==> src/rtl/seq_divider_pkg.sv <==
// Shared definitions for the sequential divider.
// State encodings are fixed so the board controller can decode them directly.
// No logic here; types and constants only.
package seq_divider_pkg;

    // Encodings are shared with the controller: IDLE=0, RUN=1, FIN=2.
    typedef enum logic [1:0] {
        IDLE = 2'd0,
        RUN  = 2'd1,
        FIN  = 2'd2
    } div_state_t;

endpackage

==> src/rtl/div_sub_stage.sv <==
// Purpose: W-bit unsigned subtract producing difference and borrow out.
// Latency: combinational, zero cycles.
// Backpressure: none; pure datapath.
module div_sub_stage #(
    parameter int W = 9
) (
    input  logic [W-1:0] i_a,
    input  logic [W-1:0] i_b,
    output logic [W-1:0] o_diff,
    output logic         o_borrow
);

    // Extend by one bit so the top bit of the result is the borrow.
    assign {o_borrow, o_diff} = {1'b0, i_a} - {1'b0, i_b};

endmodule

==> src/rtl/seq_divider.sv <==
// Purpose: iterative radix-2 restoring divider, one quotient bit per clock.
// Latency: start -> done in N+1 cycles, or 1 cycle when divisor is zero.
// Backpressure: start is only accepted while ready=1; ignored in RUN and FIN.
// Optional macro DIV_SIGNED_EN selects two's-complement truncating division.
module seq_divider
    import seq_divider_pkg::*;
#(
    parameter int N     = 8,
    parameter int CNT_W = 4
) (
    input  logic         clk,
    input  logic         reset,
    input  logic         start,
    input  logic [N-1:0] dividend,
    input  logic [N-1:0] divisor,
    output logic         ready,
    output logic         done,
    output logic [N-1:0] quotient,
    output logic [N-1:0] remainder,
    output logic         div_zero
);

    localparam logic [CNT_W-1:0] LAST_CNT = CNT_W'(N - 1);

    div_state_t       r_state;
    div_state_t       w_state_nxt;
    logic             w_accept;
    logic             w_last;
    logic             w_div_zero_in;

    logic [CNT_W-1:0] r_cnt;
    logic [N-1:0]     r_q;
    logic [N:0]       r_r;
    logic [N-1:0]     r_dvs;
    logic [N-1:0]     r_quotient;
    logic [N-1:0]     r_remainder;
    logic             r_div_zero;

    logic [N-1:0]     w_dvd_mag;
    logic [N-1:0]     w_dvs_mag;
    logic [N:0]       w_r_shift;
    logic [N:0]       w_diff;
    logic             w_borrow;
    logic [N:0]       w_r_nxt;
    logic [N-1:0]     w_q_nxt;
    logic [N-1:0]     w_quo_fin;
    logic [N-1:0]     w_rem_fin;
    // Partial remainder never exceeds the divisor, so its top bit is never read.
    logic             w_unused;

    assign w_unused      = r_r[N];
    assign w_div_zero_in = (divisor == '0);
    assign w_last        = (r_state == RUN) && (r_cnt == LAST_CNT);

`ifdef DIV_SIGNED_EN
    logic r_neg_q;
    logic r_neg_r;

    // Divide magnitudes; the most negative value maps to 2**(N-1), which still fits unsigned.
    assign w_dvd_mag = dividend[N-1] ? (~dividend + 1'b1) : dividend;
    assign w_dvs_mag = divisor[N-1]  ? (~divisor + 1'b1)  : divisor;
    assign w_quo_fin = r_neg_q ? (~w_q_nxt + 1'b1) : w_q_nxt;
    assign w_rem_fin = r_neg_r ? (~w_r_nxt[N-1:0] + 1'b1) : w_r_nxt[N-1:0];

    // Sign of each result is fixed at accept time; remainder follows the dividend.
    always_ff @(posedge clk) begin
        if (reset) begin
            r_neg_q <= 1'b0;
            r_neg_r <= 1'b0;
        end else if (w_accept) begin
            r_neg_q <= dividend[N-1] ^ divisor[N-1];
            r_neg_r <= dividend[N-1];
        end
    end
`else
    assign w_dvd_mag = dividend;
    assign w_dvs_mag = divisor;
    assign w_quo_fin = w_q_nxt;
    assign w_rem_fin = w_r_nxt[N-1:0];
`endif

    // One restoring step: shift next dividend bit into R, trial-subtract, keep or restore.
    assign w_r_shift = {r_r[N-1:0], r_q[N-1]};

    div_sub_stage #(.W(N + 1)) u_sub (
        .i_a      (w_r_shift),
        .i_b      ({1'b0, r_dvs}),
        .o_diff   (w_diff),
        .o_borrow (w_borrow)
    );

    assign w_r_nxt = w_borrow ? w_r_shift : w_diff;
    assign w_q_nxt = {r_q[N-2:0], ~w_borrow};

    // State register.
    always_ff @(posedge clk) begin
        if (reset) r_state <= IDLE;
        else       r_state <= w_state_nxt;
    end

    // Next-state and handshake outputs.
    always_comb begin
        w_state_nxt = r_state;
        ready       = 1'b0;
        done        = 1'b0;
        w_accept    = 1'b0;
        case (r_state)
            IDLE: begin
                ready = 1'b1;
                if (start) begin
                    w_accept    = 1'b1;
                    w_state_nxt = w_div_zero_in ? FIN : RUN;
                end
            end
            RUN: begin
                if (w_last) w_state_nxt = FIN;
            end
            FIN: begin
                done        = 1'b1;
                w_state_nxt = IDLE;
            end
            default: w_state_nxt = IDLE;
        endcase
    end

    // Datapath: load operands on accept, iterate in RUN, publish results on FIN entry.
    always_ff @(posedge clk) begin
        if (reset) begin
            r_cnt       <= '0;
            r_q         <= '0;
            r_r         <= '0;
            r_dvs       <= '0;
            r_quotient  <= '0;
            r_remainder <= '0;
            r_div_zero  <= 1'b0;
        end else if (w_accept) begin
            r_cnt      <= '0;
            r_q        <= w_dvd_mag;
            r_r        <= '0;
            r_dvs      <= w_dvs_mag;
            r_div_zero <= w_div_zero_in;
            if (w_div_zero_in) begin
                r_quotient  <= '1;
                r_remainder <= dividend;
            end
        end else if (r_state == RUN) begin
            r_cnt <= r_cnt + 1'b1;
            r_q   <= w_q_nxt;
            r_r   <= w_r_nxt;
            if (w_last) begin
                r_quotient  <= w_quo_fin;
                r_remainder <= w_rem_fin;
            end
        end
    end

    assign quotient  = r_quotient;
    assign remainder = r_remainder;
    assign div_zero  = r_div_zero;

endmodule

==> config.mk <==
export PLATFORM = sky130hd
export DESIGN_NAME = seq_divider
export DESIGN_NICKNAME = d
export VERILOG_FILES = /design/src/rtl/seq_divider_pkg.sv /design/src/rtl/div_sub_stage.sv /design/src/rtl/seq_divider.sv
export SDC_FILE = /design/constraint.sdc
export NUM_CORES = 1
export LEC_CHECK = 0
export BUFFER_PORTS_ARGS = -buffer_cell sky130_fd_sc_hd__buf_4
export CAP_MARGIN = 20
export CORE_ASPECT_RATIO = 0.7
export CORE_UTILIZATION = 38
export CTS_BUF_LIST = sky130_fd_sc_hd__clkbuf_2 sky130_fd_sc_hd__clkbuf_4 sky130_fd_sc_hd__clkbuf_8
export DETAILED_ROUTE_END_ITERATION = 6
export GPL_TIMING_DRIVEN = 0
export PLACE_DENSITY = 0.6
export SLEW_MARGIN = 20
export SYNTH_ARGS = -nofsm -noshare
export SYNTH_HDL_FRONTEND = slang
export SYNTH_SLANG_ARGS = --single-unit
export TNS_END_PERCENT = 50
==> constraint.sdc <==
create_clock -name clk -period 2.77 [get_ports clk]
set_input_delay 0.554 -clock clk [delete_from_list [all_inputs] [get_ports clk]]
set_output_delay 0.554 -clock clk [all_outputs]
set_load 0.005 [all_outputs]
==> flow_metrics.py <==
metrics = {
    "pwr": {
        "p_leak_nw": 1.143,
        "power_density_nw_per_um2": 536.9,
        "peakVddDrop_v": 0.0002491,
    },
    "place": {
        "hpwl_um": 4638,
        "io_buffers": 36,
        "placed_area_um2": 2720,
        "routabilityCongestion": 0.8901,
    },
    "timing": {
        "worstMarginPinSlew_ns": 0.7304,
        "fin_crit_ns": 2.291,
        "period_share": 0.8271,
        "hold_viol": 0,
        "max_freq_mhz": 436.5,
        "slew_headroom": 0.5113,
        "fin_worst_skew_ns": 0.007983,
        "rsz0062_at_grt": "false",
        "tns_ns": 0,
        "report.final.slew_viol_count": 0,
        "setup_viol": 0,
    },
    "layout": {
        "drive_gt1_frac": 0.2364,
        "n_antenna_cell": 0,
        "nFillCells": 585,
        "final_area_um2": 2809,
        "syn2layout_area_growth_pct": 19.22,
        "nets": 341,
    },
    "global_routing": {
        "grtUsageTotal": 0.2024,
        "grt_pass1_wl_um": 9742,
        "antenna_found_initial": 0,
        "grt_pass1_vias": 1874,
        "grt_max_degree": 14,
        "grt-ovfl-total": 0,
    },
    "logic_synthesis": {
        "ys_seq_area_frac": 0.3994,
        "yosys_warnings": 0,
        "synthMostInstantiatedCell": "dfxtp_1",
        "synthDistinctLibCells": 50,
        "synth_area_per_cell_um2": 8.758,
        "synthFlopType": "dfxtp_1",
        "ys_top_cells_by_count": "47 x dfxtp_1, 31 x a21oi_1, 31 x nand2_1",
        "synth_edf_count": 0,
        "synth_top_area_frac": 0.3994,
        "netlist_area_um2": 2356,
        "async_reset_ff_frac": 0,
        "synth_cells": 269,
        "synth_fp_nets": 298,
        "yosysTopAreaCell": "dfxtp_1",
        "synth.area.top_cells": "dfxtp_1 40%, o221a_2 7.2%, a21oi_1 6.6%",
        "ys_ff_latch": 47,
    },
    "drt": {
        "first_pass_iters": 4,
        "vias": 2095,
        "drtIter0Drc": 100,
        "viasPerCell": 5.399,
        "routed_wl_um": 6089,
        "drc": 0,
        "post_drt_wl_per_cell_um": 15.69,
        "antenna_left": 0,
    },
    "clocking": {
        "clk_latency_ns": 0.30,
        "clk_path_buf_depth": 2,
        "clock-sinks": 47,
        "cts_setup_buffers": 0,
        "cts_hold_repair.buffers": 0,
        "cts_tree": "built",
        "path_clk_slew_ns": 0.08,
        "cts-buffers-inserted": 5,
        "cts-root-buf": "clkbuf_8",
        "ctsResizeCount": 0,
        "htreeDepth": 2,
    },
    "critical_path": {
        "start_kind": "flop",
        "required_ns": 2.98,
        "rr_worst_depth": 8,
        "rrSetupSlack_ns": 0.48,
        "criticalPathCategory": "flop to flop",
        "critical_path_arrival_ns": 2.51,
        "crit_fanout": 10,
        "cp-end-kind": "flop",
    },
    "worst_hold_path": {
        "whs_path_depth": 2,
        "hold_class": "flop to flop",
    },
    "run": {
        "max_cap_violations": 0,
    },
    "floorplan": {
        "ios": 38,
        "num_rows": 23,
        "dieHeight_um": 67.88,
        "core-area_um2": 5842,
        "start_util": 0.4033,
        "fp.dieW_um": 96.11,
        "die_area_um2": 6524,
    },
    "run_status": {
        "status": "complete, no violations",
    },
}
==> worst paths after layout <==
path | to | from
max | remainder[0] | r_dvs[4]
min | r_dvs[7] | r_dvs[7]
max reg2reg | remainder[0] | r_dvs[4]
min reg2reg | r_dvs[7] | r_dvs[7]
==> report_power, final <==
group | leakage [nW] | total, W | switching, W | internal, W
sequential | 0.383 | 0.000728 | 0.0000232 | 0.000704
combinational | 0.711 | 0.000356 | 0.000203 | 0.000154
clock | 0.0491 | 0.000424 | 0.000227 | 0.000197
total | 1.14 | 0.00151 | 0.000453 | 0.00106
==> critical path: stages (launching register included) <==
cell      delay, ns
dfxtp_1        0.34
inv_1          0.06
ha_1           0.26
buf_2          0.17
a21oi_1        0.23
o221ai_1       0.21
nor2_4         0.34
mux2_4         0.35
a311oi_2       0.25
==> routing by layer <==
| layer | vias up | GRT usage | part of all wire |
|---|---|---|---|
| li1 | 1058 | - | - |
| met1 | 965 | 0.3115 | 0.52 |
| met2 | 65 | 0.2766 | 0.40 |
| met3 | 7 | 0.04667 | 0.069 |
| met4 | 0 | 0.05410 | 0.0099 |
| met5 | - | 0 | 0 |
==> registers in the layout (all words and copies together) (netlist names) <==
signal,count
div_zero,1
quotient,8
r_cnt,4
r_dvs,8
r_q,8
r_r,8
r_state,2
remainder,8
==> cell type report <==
class | count | area [um2] | area share
clock buffer | 7 | 83.83 | 0.02984
buffer | 14 | 66.31 | 0.02361
inverter | 19 | 71.32 | 0.02539
sequential | 47 | 940.9 | 0.3350
multi-input combinational | 189 | 1277 | 0.4548
tap | 75 | 93.84 | 0.03341
timing repair buffer | 36 | 270.3 | 0.09621
clock inverter | 1 | 5.005 | 0.001782
==> placed cells by master (no fill, tap or decap), types with 2 or more instances in the layout <==
cell type	n
dfxtp_1	47
buf_4	37
nand2_1	31
a21oi_1	31
nor2_1	20
inv_1	18
o221a_2	15
o21ai_0	12
clkbuf_1	10
ha_1	9
nor2b_1	6
o22ai_1	5
clkbuf_8	5
o221ai_1	4
mux2i_1	4
a31oi_1	4
xor2_1	3
nand2b_1	3
xnor2_1	3
nor3_1	3
a211oi_1	3
nand3b_1	2
or4_1	2
or2_2	2
o2111ai_1	2
a21o_1	2
mux2_4	2
nand3_1	2
clkbuf_4	2
==> cells by family (layout without fill, tap and decap cells) <==
kind of cell,Yosys count,in the layout,share of synthesized area
AOI/OAI and AO/OA,87,87,0.2687
and+or+nand+nor,80,80,0.1652
DFF,47,47,0.3994
buffers and inverters,33,77,0.05841
adders and majority gates,10,10,0.05629
xor gates and xnor gates,6,6,0.02231
muxes,6,6,0.02974
==> through the flow <==
step / utilization / hold WS [ns] / power [W] / setup WS (ns) / std cells
CTS: 0.4808 / 0.4612 / 0.001516 / 0.4826 / 388
global placement: 0.4656 / 0.4461 / 0.001092 / 0.5341 / 380
detailed placement: 0.4656 / 0.4494 / 0.001096 / 0.5054 / 380
global route: 0.4808 / 0.4770 / 0.001587 / 0.2646 / 388
finish: 0.4808 / 0.4595 / 0.001508 / 0.4789 / 388
floorplan: - / 0.4363 / 0.0009999 / 0.7415 / 269
No activity file was read; power rests on OpenSTA's default activity.
